### src/rtl/bitslam_voice_shaper_pkg.sv
// Shared constants and types for the bitslam voice shaper and its envelope.
package bitslam_pkg;

  localparam int unsigned BUS_W = 6;

  localparam logic [BUS_W-1:0] ADDR_MAX_PHASE = 6'h00;
  localparam logic [BUS_W-1:0] ADDR_CTRL      = 6'h01;
  localparam logic [BUS_W-1:0] ADDR_PW        = 6'h02;
  localparam logic [BUS_W-1:0] ADDR_ATTACK    = 6'h03;
  localparam logic [BUS_W-1:0] ADDR_RELEASE   = 6'h04;

  localparam logic [5:0] LEVEL_MAX = 6'd63;

  typedef enum logic [1:0] {
    WAVE_SAW   = 2'd0,
    WAVE_PULSE = 2'd1,
    WAVE_TRI   = 2'd2,
    WAVE_NOISE = 2'd3
  } wave_t;

  typedef enum logic [1:0] {
    ENV_IDLE    = 2'd0,
    ENV_ATTACK  = 2'd1,
    ENV_SUSTAIN = 2'd2,
    ENV_RELEASE = 2'd3
  } env_state_t;

  // Fibonacci LFSR, taps 8,6,5,4 (bits 7,5,4,3), shifting toward the MSB.
  function automatic logic [7:0] lfsr_next(input logic [7:0] cur);
    return {cur[6:0], cur[7] ^ cur[5] ^ cur[4] ^ cur[3]};
  endfunction

endpackage

### src/rtl/bitslam_voice_shaper_envelope.sv
// Attack/sustain/release envelope: prescaled 6-bit level driven by a gate.
module bitslam_envelope
  import bitslam_pkg::*;
(
  input  logic       clk,
  input  logic       rst_n,
  input  logic       gate,
  input  logic [5:0] attack_rate,
  input  logic [5:0] release_rate,
  output logic [5:0] level,
  output logic       active
);

  env_state_t state;
  logic [5:0] prescale;
  logic       attack_step;
  logic       release_step;

  assign attack_step  = (prescale == attack_rate);
  assign release_step = (prescale == release_rate);
  assign active       = (state != ENV_IDLE);

  // Gate edges are tested before the step so they win on a coincident cycle.
  always_ff @(posedge clk or negedge rst_n) begin
    if (!rst_n) begin
      state    <= ENV_IDLE;
      level    <= '0;
      prescale <= '0;
    end else begin
      case (state)
        ENV_IDLE: begin
          level    <= '0;
          prescale <= '0;
          if (gate) state <= ENV_ATTACK;
        end
        ENV_ATTACK: begin
          if (!gate) begin
            state    <= ENV_RELEASE;
            prescale <= '0;
          end else if (attack_step) begin
            prescale <= '0;
            if (level >= LEVEL_MAX - 6'd1) begin
              level <= LEVEL_MAX;
              state <= ENV_SUSTAIN;
            end else begin
              level <= level + 6'd1;
            end
          end else begin
            prescale <= prescale + 6'd1;
          end
        end
        ENV_SUSTAIN: begin
          level    <= LEVEL_MAX;
          prescale <= '0;
          if (!gate) state <= ENV_RELEASE;
        end
        ENV_RELEASE: begin
          if (gate) begin
            state    <= ENV_ATTACK;
            prescale <= '0;
          end else if (release_step) begin
            prescale <= '0;
            if (level <= 6'd1) begin
              level <= '0;
              state <= ENV_IDLE;
            end else begin
              level <= level - 6'd1;
            end
          end else begin
            prescale <= prescale + 6'd1;
          end
        end
        default: begin
          state    <= ENV_IDLE;
          level    <= '0;
          prescale <= '0;
        end
      endcase
    end
  end

endmodule

### src/rtl/bitslam_voice_shaper.sv
// Phase-to-sample voice shaper: waveform select, envelope scaling, bus registers.
// Noise source is built only when BITSLAM_SHAPER_NOISE_EN is defined.
module bitslam_voice_shaper
  import bitslam_pkg::*;
#(
  parameter logic [5:0] PW_RESET  = 6'h20,
  parameter logic [7:0] LFSR_SEED = 8'h01
) (
  input  logic             clk,
  input  logic             rst_n,
  input  logic             addr_data_sel,
  input  logic [BUS_W-1:0] addr_data,
  input  logic [7:0]       phase,
  output logic [7:0]       sample_out,
  output logic             env_active
);

  logic [BUS_W-1:0] addr;
  wave_t            waveform;
  logic             gate;
  logic [5:0]       pw;
  logic [5:0]       attack_rate;
  logic [5:0]       release_rate;

  logic [5:0]       level;
  logic             active;
  logic [7:0]       noise;
  logic [7:0]       wave;
  logic [7:0]       scaled;

  always_ff @(posedge clk or negedge rst_n) begin
    if (!rst_n) begin
      addr         <= '0;
      waveform     <= WAVE_SAW;
      gate         <= 1'b0;
      pw           <= PW_RESET;
      attack_rate  <= '0;
      release_rate <= '0;
    end else if (!addr_data_sel) begin
      addr <= addr_data;
    end else begin
      case (addr)
        ADDR_CTRL: begin
          waveform <= wave_t'(addr_data[1:0]);
          gate     <= addr_data[2];
        end
        ADDR_PW:      pw           <= addr_data;
        ADDR_ATTACK:  attack_rate  <= addr_data;
        ADDR_RELEASE: release_rate <= addr_data;
        default: ;
      endcase
    end
  end

  bitslam_envelope u_envelope (
    .clk          (clk),
    .rst_n        (rst_n),
    .gate         (gate),
    .attack_rate  (attack_rate),
    .release_rate (release_rate),
    .level        (level),
    .active       (active)
  );

`ifdef BITSLAM_SHAPER_NOISE_EN
  logic [7:0] lfsr;

  always_ff @(posedge clk or negedge rst_n) begin
    if (!rst_n) begin
      lfsr <= LFSR_SEED;
    end else if (phase == 8'h00) begin
      lfsr <= lfsr_next(lfsr);
    end
  end

  assign noise = lfsr;
`else
  assign noise = '0;
`endif

  always_comb begin
    wave = '0;
    case (waveform)
      WAVE_SAW:   wave = phase;
      WAVE_PULSE: wave = (phase < {pw, 2'b00}) ? 8'hFF : 8'h00;
      WAVE_TRI:   wave = phase[7] ? ~{phase[6:0], 1'b0} : {phase[6:0], 1'b0};
      WAVE_NOISE: wave = noise;
      default:    wave = '0;
    endcase
  end

  // Full 14-bit product, keep bits [13:6]; 255 * 63 >> 6 tops out at 251.
  assign scaled = 8'((14'(wave) * 14'(level)) >> 6);

  always_ff @(posedge clk or negedge rst_n) begin
    if (!rst_n) begin
      sample_out <= '0;
      env_active <= 1'b0;
    end else begin
      sample_out <= scaled;
      env_active <= active;
    end
  end

endmodule

### config.mk
export PLATFORM = sky130hd
export DESIGN_NAME = bitslam_voice_shaper
export DESIGN_NICKNAME = d
export VERILOG_FILES = /design/src/rtl/bitslam_voice_shaper_pkg.sv /design/src/rtl/bitslam_voice_shaper_envelope.sv /design/src/rtl/bitslam_voice_shaper.sv
export SDC_FILE = /design/constraint.sdc
export NUM_CORES = 1
export LEC_CHECK = 0
export CAP_MARGIN = 25
export CORE_MARGIN = 5
export CORE_UTILIZATION = 62
export CTS_BUF_LIST = sky130_fd_sc_hd__clkbuf_4 sky130_fd_sc_hd__clkbuf_8
export CTS_CLUSTER_DIAMETER = 80
export DETAILED_ROUTE_END_ITERATION = 7
export PLACE_DENSITY = 0.83
export SLEW_MARGIN = 20
export SYNTH_ARGS = -nofsm -noshare
export SYNTH_HDL_FRONTEND = slang
export SYNTH_SLANG_ARGS = --single-unit
### constraint.sdc
create_clock -name clk -period 7.4 [get_ports clk]
set_clock_uncertainty 0.1 [all_clocks]
set_input_delay 0.74 -clock clk [delete_from_list [all_inputs] [get_ports clk]]
set_output_delay 0.74 -clock clk [all_outputs]
set_load 0.005 [all_outputs]
Yosys cells after proc, flatten, opt, wreduce, memory -nomap -nowiden
Index checks and enable logic that the tools add are counted.

word-level totals
  register bits = 50
  word-level logic and storage cells = 75

cells by class
  reductions and logical operators = 10
  bitwise gates (word level) = 1
  eq/ne operators = 22
  add/sub/neg operators = 3
  multiply operators = 1
  order comparisons = 3
  multiplexer cells = 24

operators with widths
  cell                   number
  $mux W6                10
  $pmux W8 S4            1
  $pmux W6 S4            1
  $pmux W6 S3            1
  $mux W2                8
  $mux W8                2
  $mul A8 B6 Y14         1
  $add A6 B1 Y6 const B  2
  $eq A6 B2 Y1 const B   2
  $eq A6 B6 Y1           2
  $ne A3 B2 Y1 const B   4
  $eq A2 B2 Y1 const B   4
  $lt A8 B8 Y1           1
  $ne A2 B2 Y1 const B   4
  $not A8 Y8             1
  $pmux W2 S4            1
  $reduce_and A2 Y1      4
  $eq A6 B1 Y1 const B   1
  $eq A6 B3 Y1 const B   1
  $ge A6 B6 Y1 const B   1
  $le A6 B1 Y1 const B   1
  $reduce_and A6 Y1      1
  $sub A6 B1 Y6 const B  1
  $eq A2 B1 Y1 const B   2
  other kinds (5)        7

Depth between registers and ports, before layout
Gate-level depths: netlist of run 1.

  depth after elaboration = 5
  depth in mapped cells = 21
  depth with buffers taken out = 20

Cells and area by module
A second synthesis of run 1 with hierarchy kept.

unflattened totals
  cells, all modules = 403
  area, all modules = 4137.7 µm²

by module, submodules not included
  module                cells an instance  seq. area each (µm²)  area an instance (µm²)  times used
  bitslam_voice_shaper  272                902.1                 2974.1                  1
  bitslam_envelope      131                350.3                 1163.6                  1

Worst setup path before layout of run 1
OpenSTA, ideal clock, no wires.

  path kind = input port to flip-flop
  from = in phase[7]
  to = reg sample_out[5]
  path buffers = 1
  cell stages on the path = 18
  path slack = 1.979 ns
  data required time = 7.175 ns
  data arrival time = 5.196 ns
  cells stage by stage = ha_1 > a2111oi_4 > o31a_1 > o22a_1 > and2_1 > fa_1 > fa_1 > inv_1 > fa_1 > inv_1 > ha_1 > clkbuf_1 > a21oi_1 > nand2_1 > a211o_1 > a31o_2 > a211oi_1 > nor3_1

on the way
  cells in the longest elaborated chain, start to end = 4

ends and longest elaborated chain
  element               line                         RTL
  from (decl)           bitslam_voice_shaper.sv:13   input logic [7:0] phase,
  $lt A8 B8 Y1          bitslam_voice_shaper.sv:85   WAVE_PULSE: wave = (phase < {pw, 2'b00}) ? 8'hFF : 8'h00;
  $mux W8               bitslam_voice_shaper.sv:85
  $pmux W8 S4 (*)       bitslam_voice_shaper.sv:83   case (waveform)
  $mul A8 B6 Y14 (*)    bitslam_voice_shaper.sv:93   assign scaled = 8'((14'(wave) * 14'(level)) >> 6);
  net scaled[5]         bitslam_voice_shaper.sv:29   logic [7:0] scaled;
  to (signal assigned)  bitslam_voice_shaper.sv:100  sample_out <= scaled;
  to (decl)             bitslam_voice_shaper.sv:14   output logic [7:0] sample_out,

Mark *: on every way through the listed nets, which the timed path passes. The rest lies on a longest branch.
A chain may end at the register's enable or synchronous reset.

Worst setup path after layout of run 1
  from = in phase[7]
  to = reg sample_out[7]

The elaborated chain is that of the path after synthesis.

==> results of run 1 <==
[path summary, 6_finish.rpt]
check                                          from                         endpoint  slack, ns  depth (start not counted)
worst max-delay path                       phase[7]          sample_out[7]$_DFF_PN0_       1.19                         18
min in group asynchronous                     rst_n          sample_out[4]$_DFF_PN0_       0.43                          2
worst min register to register  addr[3]$_DFFE_PN0N_              addr[3]$_DFFE_PN0N_       0.42                          1
worst max register to register    pw[5]$_DFFE_PN1P_          sample_out[7]$_DFF_PN0_       1.77                         18
worst min-delay path            addr[3]$_DFFE_PN0N_              addr[3]$_DFFE_PN0N_       0.42                          1
max in group asynchronous                     rst_n  u_envelope.state[1]$_DFFE_PN0P_       6.35                          2
[registers in the layout (all words and copies together) (netlist names)]
| register | count |
|---|---|
| sample_out | 8 |
| u_envelope.prescale | 6 |
| gate | 1 |
| attack_rate | 6 |
| release_rate | 6 |
| u_envelope.level | 6 |
| pw | 6 |
| u_envelope.state | 2 |
| waveform | 2 |
| addr | 6 |
| env_active | 1 |
[layout by cell type (no fill, tap or decap), types with 2 or more instances in the layout]
cell type and count:
sky130_fd_sc_hd__nor4_1 2, sky130_fd_sc_hd__o22ai_1 4, sky130_fd_sc_hd__ha_1 34, sky130_fd_sc_hd__or2_2 3
sky130_fd_sc_hd__nor4b_1 2, sky130_fd_sc_hd__o31a_1 2, sky130_fd_sc_hd__o21ai_0 20, sky130_fd_sc_hd__fa_1 24
sky130_fd_sc_hd__clkbuf_8 5, sky130_fd_sc_hd__xor2_1 6, sky130_fd_sc_hd__inv_1 47, sky130_fd_sc_hd__xnor2_1 21
sky130_fd_sc_hd__nor2_1 25, sky130_fd_sc_hd__o22a_1 7, sky130_fd_sc_hd__a21oi_1 17, sky130_fd_sc_hd__nand2b_1 4
sky130_fd_sc_hd__dfrtp_1 49, sky130_fd_sc_hd__o21a_1 2, sky130_fd_sc_hd__clkinv_4 2, sky130_fd_sc_hd__nand2_1 34
sky130_fd_sc_hd__clkdlybuf4s50_1 24, sky130_fd_sc_hd__nor3_1 9, sky130_fd_sc_hd__nand3_1 9, sky130_fd_sc_hd__and2_1 35
sky130_fd_sc_hd__nor4b_4 2, sky130_fd_sc_hd__nand4_1 4, sky130_fd_sc_hd__nor2b_1 5, sky130_fd_sc_hd__o21bai_1 2
sky130_fd_sc_hd__mux2_2 24, sky130_fd_sc_hd__a2111oi_4 2, sky130_fd_sc_hd__a211oi_1 2
[worst max-delay path, stage by stage]
cell and delay, ns:
sky130_fd_sc_hd__clkdlybuf4s50_1 0.71, sky130_fd_sc_hd__ha_1 0.35, sky130_fd_sc_hd__a2111oi_4 0.38, sky130_fd_sc_hd__o31a_1 0.39, sky130_fd_sc_hd__o22a_1 0.29, sky130_fd_sc_hd__and2_1 0.17
sky130_fd_sc_hd__fa_1 0.44, sky130_fd_sc_hd__fa_1 0.54, sky130_fd_sc_hd__inv_1 0.07, sky130_fd_sc_hd__fa_1 0.54, sky130_fd_sc_hd__inv_1 0.04, sky130_fd_sc_hd__ha_1 0.37
sky130_fd_sc_hd__a21oi_1 0.29, sky130_fd_sc_hd__nand2_1 0.10, sky130_fd_sc_hd__a211o_1 0.33, sky130_fd_sc_hd__a22o_1 0.23, sky130_fd_sc_hd__o21ai_0 0.14, sky130_fd_sc_hd__nor3b_1 0.21
[per-stage QoR]
step	instance area (um^2)	util	setup WS (ns)	instances
6_report	4690	0.690	1.19	556
5_1_grt	4690	0.690	0.928	556
4_1_cts	4690	0.690	1.27	556
3_5_place_dp	4590	0.676	0.936	548
3_3_place_gp	4590	0.676	1.15	548
2_1_floorplan	4310	-	1.98	443
[final cells by class]
type	instances	area share
Multi-Input combinational cell	328	0.594
Tap cell	96	0.0256
Sequential cell	50	0.267
Clock inverter	3	0.00614
Clock buffer	5	0.0147
Timing Repair Buffer	26	0.0539
Inverter	48	0.0384
[per-layer routing]
metal	GRT usage	part of all wire	vias to the layer above
met3	0.0338	0.050	14
met4	0.0684	0.016	0
met1	0.293	0.45	1560
met5	0	0	-
met2	0.378	0.49	100
li1	-	-	1525
[cells by family after synthesis]
group | share of synthesized area
buffers and inverters | 0.0630
AO/OA/AOI/OAI | 0.129
AND/OR/NAND/NOR | 0.187
XOR/XNOR | 0.0549
adder cells (fa/ha/maj) | 0.210
multiplexers | 0.0650
flip-flops | 0.291
==> results.txt, run 1 <==
----------------------------------------------------
[Setup path]
  Crit-path max FO ... 9
  Worst path arrival time ... approximately 6.3 ns
  Critical Path End Type ... flop
  Start-to-end type of the worst setup path ... primary input to flop
  Required arrival time at the worst endpoint ... roughly 7.5 ns
  Startpoint Class ... primary input

[Timing]
  Final cycle utilization of the critical path ... 0.839
  Max Fclk ... ~160 MHz
  Max-slew violation total from the final report ... 0
  Transition time at the pin with the least slew margin ... roughly 0.64 ns
  Min Clock Period, post-route ... ~6.2 ns
  Final-layout worst hold slack ... about 0.42 ns
  Total negative setup slack ... 0 ns
  Final setup violation count ... 0
  Unrepaired setup endpoints after global routing ... false
  Number of endpoints with negative hold slack in the final report ... 0
  Tightest slew margin relative to the limit ... 0.567

[Job]
  Maxcap violations ... 0

[Logic synthesis]
  Largest cells by area after synthesis ... sky130_fd_sc_hd__dfrtp_1, sky130_fd_sc_hd__fa_1, sky130_fd_sc_hd__ha_1
  Post-Syn Area per Cell ... approximately 10 um^2
  Number of synthesized flops with an enable pin ... 0
  Most common library cells after synthesis ... sky130_fd_sc_hd__dfrtp_1, sky130_fd_sc_hd__inv_1, sky130_fd_sc_hd__and2_1
  Share of the synthesized area in the top cell type ... 0.284
  Asr flop ratio synth ... 1.00
  Yosys Warn Count ... 0
  Post-synthesis instance area ... between 4000 and 5000 um^2
  Library cell with the largest summed area after synthesis ... sky130_fd_sc_hd__dfrtp_1
  Most used flip-flop cell after synthesis ... sky130_fd_sc_hd__dfrtp_1
  Post-synthesis cell type count ... 61
  Synthesized net count ... between 500 and 600
  Post-synthesis cell count ... approximately 440
  Fraction of the yosys area taken by sequential cells ... 0.291
  Synthesized flop and latch total ... 50
  Most frequent cell after synthesis ... sky130_fd_sc_hd__dfrtp_1

[Routing]
  Drt drc ... 0
  1st-pass router iterations ... 5
  Routed Antenna Nets ... 0
  Avg WL per Cell ... ~16 um
  DRC marker count from the first detailed-route iteration ... around 160
  Post-detailed-routing wire length ... approximately 9000 um
  Via count normalized by instance count ... ~5.8
  Vias after detailed routing ... around 3200

[Finish]
  Register area ... roughly 1300 um^2
  # diodes ... 0
  Ratio of cells with drive above 1 in the final layout ... 0.117
  Total number of nets in the final design ... around 530
  Total area of multi-input combinational cells ... ~2800 um^2
  Number of filler cells placed in the layout ... about 500
  Syn-to-layout area delta ... 8.80%

[Status]
  Result of the run ... completed

[Global routing]
  Gr ovfl total ... 0
  Vias in the first global route ... approximately 3200
  Antenna violations before repair ... 0
  Global-route wire length before repair ... between 15000 and 20000 um
  GRT Overall Usage ... 0.223
  Largest net degree at the start of global routing ... 51

[Clock tree]
  Master cell of the clock root buffer ... sky130_fd_sc_hd__clkbuf_8
  Quantity of hold-fixing buffers added after cts ... 0
  Clock sinks ... 50
  Worst skew pair latency ... approximately 0.31 ns
  Max H-tree Level ... 2
  CTS Buf Count ... 5
  Clock-pin transition on the worst setup and hold timing paths ... approximately 0.1 ns
  TritonCTS clock tree ... built
  Clock Tree Buf Depth ... 2
  Post-CTS Repair Setup Buffers ... 0
  Count of instances resized after the clock tree is built ... 0

[Min path]
  HP Class ... flop to flop

[Die]
  Number of top-level pins ... 26
  Number of rows in the core area ... 30
  Die span in x ... about 93 um
  Area enclosed by the die boundary ... between 8000 and 9000 um^2
  Initial standard-cell utilization of the core ... 0.634
  Total core area ... ~6800 um^2
  Die H ... between 90 and 100 um

[Placement]
  PortBufs ... 25
  Post-DP HPWL ... roughly 6800 um
  Last weighted congestion value of the routability-driven placer ... approximately 0.90

----------------------------------------------------
Power of run 1 is left out: the tool's default activity adds up to more than one toggle a clock period on the data nets, which glitch-free logic cannot reach.
==> inputs of run 2 (changes only) <==
==> constraint.sdc (replaced) <==
create_clock -name clk -period 5.9 [get_ports clk]
set_clock_uncertainty 0.1 [all_clocks]
set_input_delay 0.59 -clock clk [delete_from_list [all_inputs] [get_ports clk]]
set_output_delay 0.59 -clock clk [all_outputs]
set_load 0.005 [all_outputs]
==> results.txt, run 2 (same netlist as run 1, synthesis figures left out) <==
----------------------------------------------------
[Setup path]
  Delay of the slowest cell on the worst path ... roughly 0.54 ns
  Slowest cell on the critical path ... sky130_fd_sc_hd__fa_1
  Required arrival time at the worst endpoint ... approximately 6 ns
  Start-to-end type of the worst setup path ... primary input to flop
  Cell family with the largest share of critical-path delay ... adder cells
  CP Cell Sequence ... clkdlybuf4s50_1 > ha_1 > o21a_1 > nor2_1 > o31a_1 > buf_4 > o22a_1 > and2_1 > fa_1 > inv_1 > fa_1 > fa_1 > inv_1 > ha_1 > a21oi_2 > nand2_1 > a211o_1 > a22o_1 > nor3_1 > nor3b_2
  Worst path arrival time ... between 5 and 6 ns
  Critical Path End Type ... flop
  Combined buffer and inverter count along the critical path ... 4
  Crit-path max FO ... 9
  Startpoint Class ... primary input
  Cell seen most often among critical-path stages ... sky130_fd_sc_hd__fa_1

[Timing]
  Min Clock Period, post-route ... ~5.7 ns
  Final-layout worst hold slack ... ~0.29 ns
  Transition time at the pin with the least slew margin ... around 0.65 ns
  Max-slew violation total from the final report ... 0
  Max Fclk ... 177 MHz
  Tightest slew margin relative to the limit ... 0.569
  Number of endpoints with negative hold slack in the final report ... 0
  Final worst-path setup slack ... roughly 0.24 ns
  Final cycle utilization of the critical path ... 0.959
  Final setup violation count ... 0

[Clock tree]
  Count of instances resized after the clock tree is built ... 0
  Quantity of hold-fixing buffers added after cts ... 0
  Max H-tree Level ... 2
  Clock-pin transition on the worst setup and hold timing paths ... around 0.10 ns
  Worst skew pair latency ... about 0.30 ns
  TritonCTS clock tree ... built
  CTS Buf Count ... 5
  Clock sinks ... 50
  Post-CTS Repair Setup Buffers ... 0
  Master cell of the clock root buffer ... sky130_fd_sc_hd__clkbuf_8
  Clock Tree Buf Depth ... 2

[Placement]
  Worst slack, placed ... -0.0346 ns
  Placed Cells incl. Taps ... 558
  Post-DP HPWL ... roughly 6900 um
  Last weighted congestion value of the routability-driven placer ... 0.892
  PortBufs ... 25

[Die]
  Die H ... between 90 and 100 um
  Number of rows in the core area ... 30
  Initial standard-cell utilization of the core ... 0.634
  Total core area ... approximately 6800 um^2
  Die span in x ... between 90 and 100 um
  Number of top-level pins ... 26
  Area enclosed by the die boundary ... about 8700 um^2

[Finish]
  Total number of nets in the final design ... between 500 and 600
  # diodes ... 0
  Syn-to-layout area delta ... 11.2%
  Number of non-filler instances in the completed layout ... approximately 570
  Leading cell type in the layout, fill and taps excluded ... sky130_fd_sc_hd__dfrtp_1
  Most frequent cells in the layout ... sky130_fd_sc_hd__dfrtp_1, sky130_fd_sc_hd__inv_1, sky130_fd_sc_hd__and2_1
  Register name with the most flops ... sample_out
  Ratio of cells with drive above 1 in the final layout ... 0.140
  Flip-flop count of the largest register, all copies and words added ... 8

[Routing]
  Avg WL per Cell ... roughly 17 um
  Post-detailed-routing wire length ... between 9000 and 10000 um
  1st-pass router iterations ... 4
  DRC marker count from the first detailed-route iteration ... 179
  Vias after detailed routing ... approximately 3300
  Drt drc ... 0
  Routed Antenna Nets ... 0
  Via count normalized by instance count ... about 5.8

[Job]
  Maxcap violations ... 0

[Global routing]
  Global-route wire length before repair ... 16200 um
  Gr ovfl total ... 0
  Vias in the first global route ... about 3500
  GRT Overall Usage ... 0.233
  Antenna violations before repair ... 0
  Largest net degree at the start of global routing ... 51

[Min path]
  HP Class ... primary input to async pin

[Status]
  Result of the run ... completed

----------------------------------------------------
-- run 2: cell types whose count changed in the layout (fill, tap and decap cells not counted), sizes merged --
cell	before	now
buf	2	12
bufinv	0	1
clkinv	2	1
-- run 2: layout make-up --
| type | instances | area (um^2) |
|---|---|---|
| fillers | 500 | 2000 |
| flip-flops and latches | 50 | 1250 |
| repair buffers | 36 | 328 |
| clock inverters | 3 | 47.5 |
| clock buffers | 5 | 68.8 |
| inverters | 48 | 180 |
| well taps | 96 | 120 |
| multi-input cells | 328 | 2800 |
-- run 2: final timing paths --
kind                       slack (ns)                               to  cells after the start           startpoint
max in group asynchronous        4.98  u_envelope.level[5]$_DFFE_PN0P_                      2                rst_n
max reg2reg                      0.45          sample_out[7]$_DFF_PN0_                     19    pw[5]$_DFFE_PN1P_
max                              0.24          sample_out[7]$_DFF_PN0_                     20             phase[5]
min reg2reg                      0.42              addr[3]$_DFFE_PN0N_                      1  addr[3]$_DFFE_PN0N_
min                              0.29          sample_out[7]$_DFF_PN0_                      2                rst_n
min in group clk                 0.42              addr[3]$_DFFE_PN0N_                      1  addr[3]$_DFFE_PN0N_
-- run 2: through the flow --
stage | util | setup TNS, ns | instance area [um^2]
final | 0.705 | 0 | 4790
after global placement | 0.687 | 0 | 4670
after floorplan | - | 0 | 4310
after CTS | 0.704 | 0 | 4780
after global routing | 0.705 | -0.00451 | 4790
after detailed placement | 0.687 | -0.0894 | 4670
-- run 2: layer usage --
layer	share of wire	GRT usage	wire [um]	vias to the layer above
li1	-	-	-	1536
met4	0.015	0.0659	139	0
met2	0.50	0.407	4710	103
met1	0.43	0.299	4080	1619
met3	0.049	0.0354	459	17
met5	0	0	0	-
-- run 2: worst register-to-register path: stages, from the launching register on --
cell	delay, ns
sky130_fd_sc_hd__dfstp_2	0.54
sky130_fd_sc_hd__inv_1	0.06
sky130_fd_sc_hd__ha_1	0.33
sky130_fd_sc_hd__nand2_1	0.11
sky130_fd_sc_hd__o31a_1	0.38
sky130_fd_sc_hd__buf_4	0.18
sky130_fd_sc_hd__o22a_1	0.28
sky130_fd_sc_hd__and2_1	0.21
sky130_fd_sc_hd__fa_1	0.54
sky130_fd_sc_hd__inv_1	0.06
sky130_fd_sc_hd__fa_1	0.44
sky130_fd_sc_hd__fa_1	0.51
sky130_fd_sc_hd__inv_1	0.04
sky130_fd_sc_hd__ha_1	0.39
sky130_fd_sc_hd__a21oi_2	0.20
sky130_fd_sc_hd__nand2_1	0.07
sky130_fd_sc_hd__a211o_1	0.33
sky130_fd_sc_hd__a22o_1	0.23
sky130_fd_sc_hd__nor3_1	0.26
sky130_fd_sc_hd__nor3b_2	0.08
Power of run 2 is left out for the same reason.
==> inputs of run 3 (changes only) <==
--- a/config.mk
+++ b/config.mk
@@ -7,11 +7,11 @@
 export LEC_CHECK = 0
 export CAP_MARGIN = 25
 export CORE_MARGIN = 5
-export CORE_UTILIZATION = 62
-export CTS_BUF_LIST = sky130_fd_sc_hd__clkbuf_4 sky130_fd_sc_hd__clkbuf_8
+export CORE_UTILIZATION = 61
+export CTS_BUF_LIST = sky130_fd_sc_hd__clkbuf_16
 export CTS_CLUSTER_DIAMETER = 80
 export DETAILED_ROUTE_END_ITERATION = 7
-export PLACE_DENSITY = 0.83
+export PLACE_DENSITY = 0.81
 export SLEW_MARGIN = 20
 export SYNTH_ARGS = -nofsm -noshare
 export SYNTH_HDL_FRONTEND = slang
==> results.txt, run 3 (same netlist as run 1, synthesis figures left out) <==
----------------------------------------------------
[Status]
  Result of the run ... completed

[Global routing]
  Gr ovfl total ... 0
  Largest net degree at the start of global routing ... 51
  Antenna violations before repair ... 0
  GRT Overall Usage ... 0.218
  Global-route wire length before repair ... 15400 um
  Vias in the first global route ... between 3000 and 4000

[Routing]
  Routed Antenna Nets ... 0
  DRC marker count from the first detailed-route iteration ... around 200
  Vias after detailed routing ... around 3200
  Drt drc ... 0
  Detailed route wirelength on metal2 ... about 4200 um
  Avg WL per Cell ... about 16 um
  Routed length on met1 ... 4070 um
  Post-detailed-routing wire length ... 8790 um
  1st-pass router iterations ... 4
  Routed met3 length ... about 450 um
  Uppermost routed layer ... met4
  Via count normalized by instance count ... between 5 and 6

[Setup path]
  Reg-to-reg endpoint ... sample_out[5]$_DFF_PN0_
  Number of cells on the worst reg-to-reg path ... 18
  Crit-path max FO ... 9
  Worst setup path startpoint ... phase[3]
  Startpoint Class ... primary input
  Worst reg-to-reg setup slack ... 0.57 ns
  Worst setup path endpoint ... sample_out[5]$_DFF_PN0_
  Launch instance of the worst register-to-register path ... pw[5]$_DFFE_PN1P_
  Critical Path End Type ... flop
  Required arrival time at the worst endpoint ... 5.98 ns
  Start-to-end type of the worst setup path ... primary input to flop
  Worst path arrival time ... around 5.7 ns

[Clock tree]
  CTS Buf Count ... 5
  Clock-pin transition on the worst setup and hold timing paths ... ~0.07 ns
  Max H-tree Level ... 2
  Clock Tree Buf Depth ... 2
  TritonCTS clock tree ... built
  Worst skew pair latency ... approximately 0.30 ns
  Clock sinks ... 50
  Quantity of hold-fixing buffers added after cts ... 0
  Master cell of the clock root buffer ... sky130_fd_sc_hd__clkbuf_16

[Finish]
  Number of non-filler instances in the completed layout ... 565
  # diodes ... 0
  Leading cell type in the layout, fill and taps excluded ... sky130_fd_sc_hd__dfrtp_1
  Most frequent cells in the layout ... sky130_fd_sc_hd__dfrtp_1, sky130_fd_sc_hd__inv_1, sky130_fd_sc_hd__and2_1
  Ratio of cells with drive above 1 in the final layout ... 0.136
  Register name with the most flops ... sample_out
  Flip-flop count of the largest register, all copies and words added ... 8
  Syn-to-layout area delta ... 11.7%
  Total number of nets in the final design ... between 500 and 600
  Post-Route Utilization ... 0.705

[Timing]
  Unrepaired setup endpoints after global routing ... false
  Number of endpoints with negative hold slack in the final report ... 0
  Max-slew violation total from the final report ... 0
  Max Fclk ... roughly 180 MHz
  Final setup violation count ... 0
  Total negative setup slack ... 0 ns
  Min Clock Period, post-route ... approximately 5.6 ns
  Transition time at the pin with the least slew margin ... roughly 0.65 ns
  Final cycle utilization of the critical path ... 0.951
  Tightest slew margin relative to the limit ... 0.563

[Die]
  Number of rows in the core area ... 30
  Die H ... 94.1 um
  Total core area ... between 6000 and 7000 um^2
  Number of top-level pins ... 26
  Die span in x ... between 90 and 100 um
  Initial standard-cell utilization of the core ... 0.631
  Area enclosed by the die boundary ... between 8000 and 9000 um^2

[Job]
  Maxcap violations ... 0

[Min path]
  HP Class ... primary input to async pin

[Placement]
  Placed Cells incl. Taps ... 557
  Post-DP HPWL ... 6590 um
  Last weighted congestion value of the routability-driven placer ... around 0.88
  PortBufs ... 25

----------------------------------------------------
## run 3: changes by cell type in the layout (fill, tap and decap cells not counted), sizes merged
cell and change:
buf -1, bufinv -1, inv +1
## run 3: routing by layer
metal  vias to the layer above  GRT usage
met5                         -          0
met4                         0     0.0469
met3                         6     0.0369
met2                        77      0.352
met1                      1566      0.308
li1                       1550          -
## run 3: stage by stage
step / setup slack [ns] / hold slack, ns / cell area, um^2
CTS: 0.321 / 0.322 / 4810
finish: 0.291 / 0.288 / 4810
detailed placement: 0.0252 / 0.402 / 4660
global route: 0.00240 / 0.339 / 4810
global placement: 0.199 / 0.390 / 4660
floorplan: 0.629 / 0.194 / 4310
## run 3: how the worst min path moves through the flow
stage	start	to	slack (ns)
finish	rst_n	sample_out[7]$_DFF_PN0_	0.29
global route	rst_n	sample_out[6]$_DFF_PN0_	0.34
CTS	rst_n	u_envelope.level[1]$_DFFE_PN0P_	0.32
detailed placement	addr[4]$_DFFE_PN0N_	addr[4]$_DFFE_PN0N_	0.40
global placement	addr[4]$_DFFE_PN0N_	addr[4]$_DFFE_PN0N_	0.39
floorplan	rst_n	addr[0]$_DFFE_PN0N_	0.19
## run 3: repair_timing
item                                    in CTS  in global routing
buffers inserted                             0                  0
resized for setup                            0                  1
endpoints found under the setup margin       0                  1
## run 3: cell type report
class	instances	area (um^2)
Multi-Input combinational cell	328	2790
Fill cell	499	2020
Sequential cell	50	1250
Timing Repair Buffer	35	320
Inverter	48	180
Clock buffer	5	125
Tap cell	96	120
Clock inverter	3	28.8
## run 3: worst max-delay path, stage by stage
cell                              delay [ns]
sky130_fd_sc_hd__clkdlybuf4s50_1        0.48
sky130_fd_sc_hd__ha_1                   0.36
sky130_fd_sc_hd__a2111oi_4              0.37
sky130_fd_sc_hd__o31a_1                 0.31
sky130_fd_sc_hd__buf_4                  0.18
sky130_fd_sc_hd__o22a_1                 0.24
sky130_fd_sc_hd__nand2_1                0.11
sky130_fd_sc_hd__fa_1                   0.50
sky130_fd_sc_hd__fa_1                   0.41
sky130_fd_sc_hd__fa_1                   0.51
sky130_fd_sc_hd__inv_1                  0.04
sky130_fd_sc_hd__ha_1                   0.38
sky130_fd_sc_hd__a21oi_1                0.22
sky130_fd_sc_hd__nand2_1                0.08
sky130_fd_sc_hd__a211o_1                0.33
sky130_fd_sc_hd__a31o_2                 0.25
sky130_fd_sc_hd__a211oi_1               0.25
sky130_fd_sc_hd__nor3_1                 0.07
Power of run 3 is left out for the same reason.
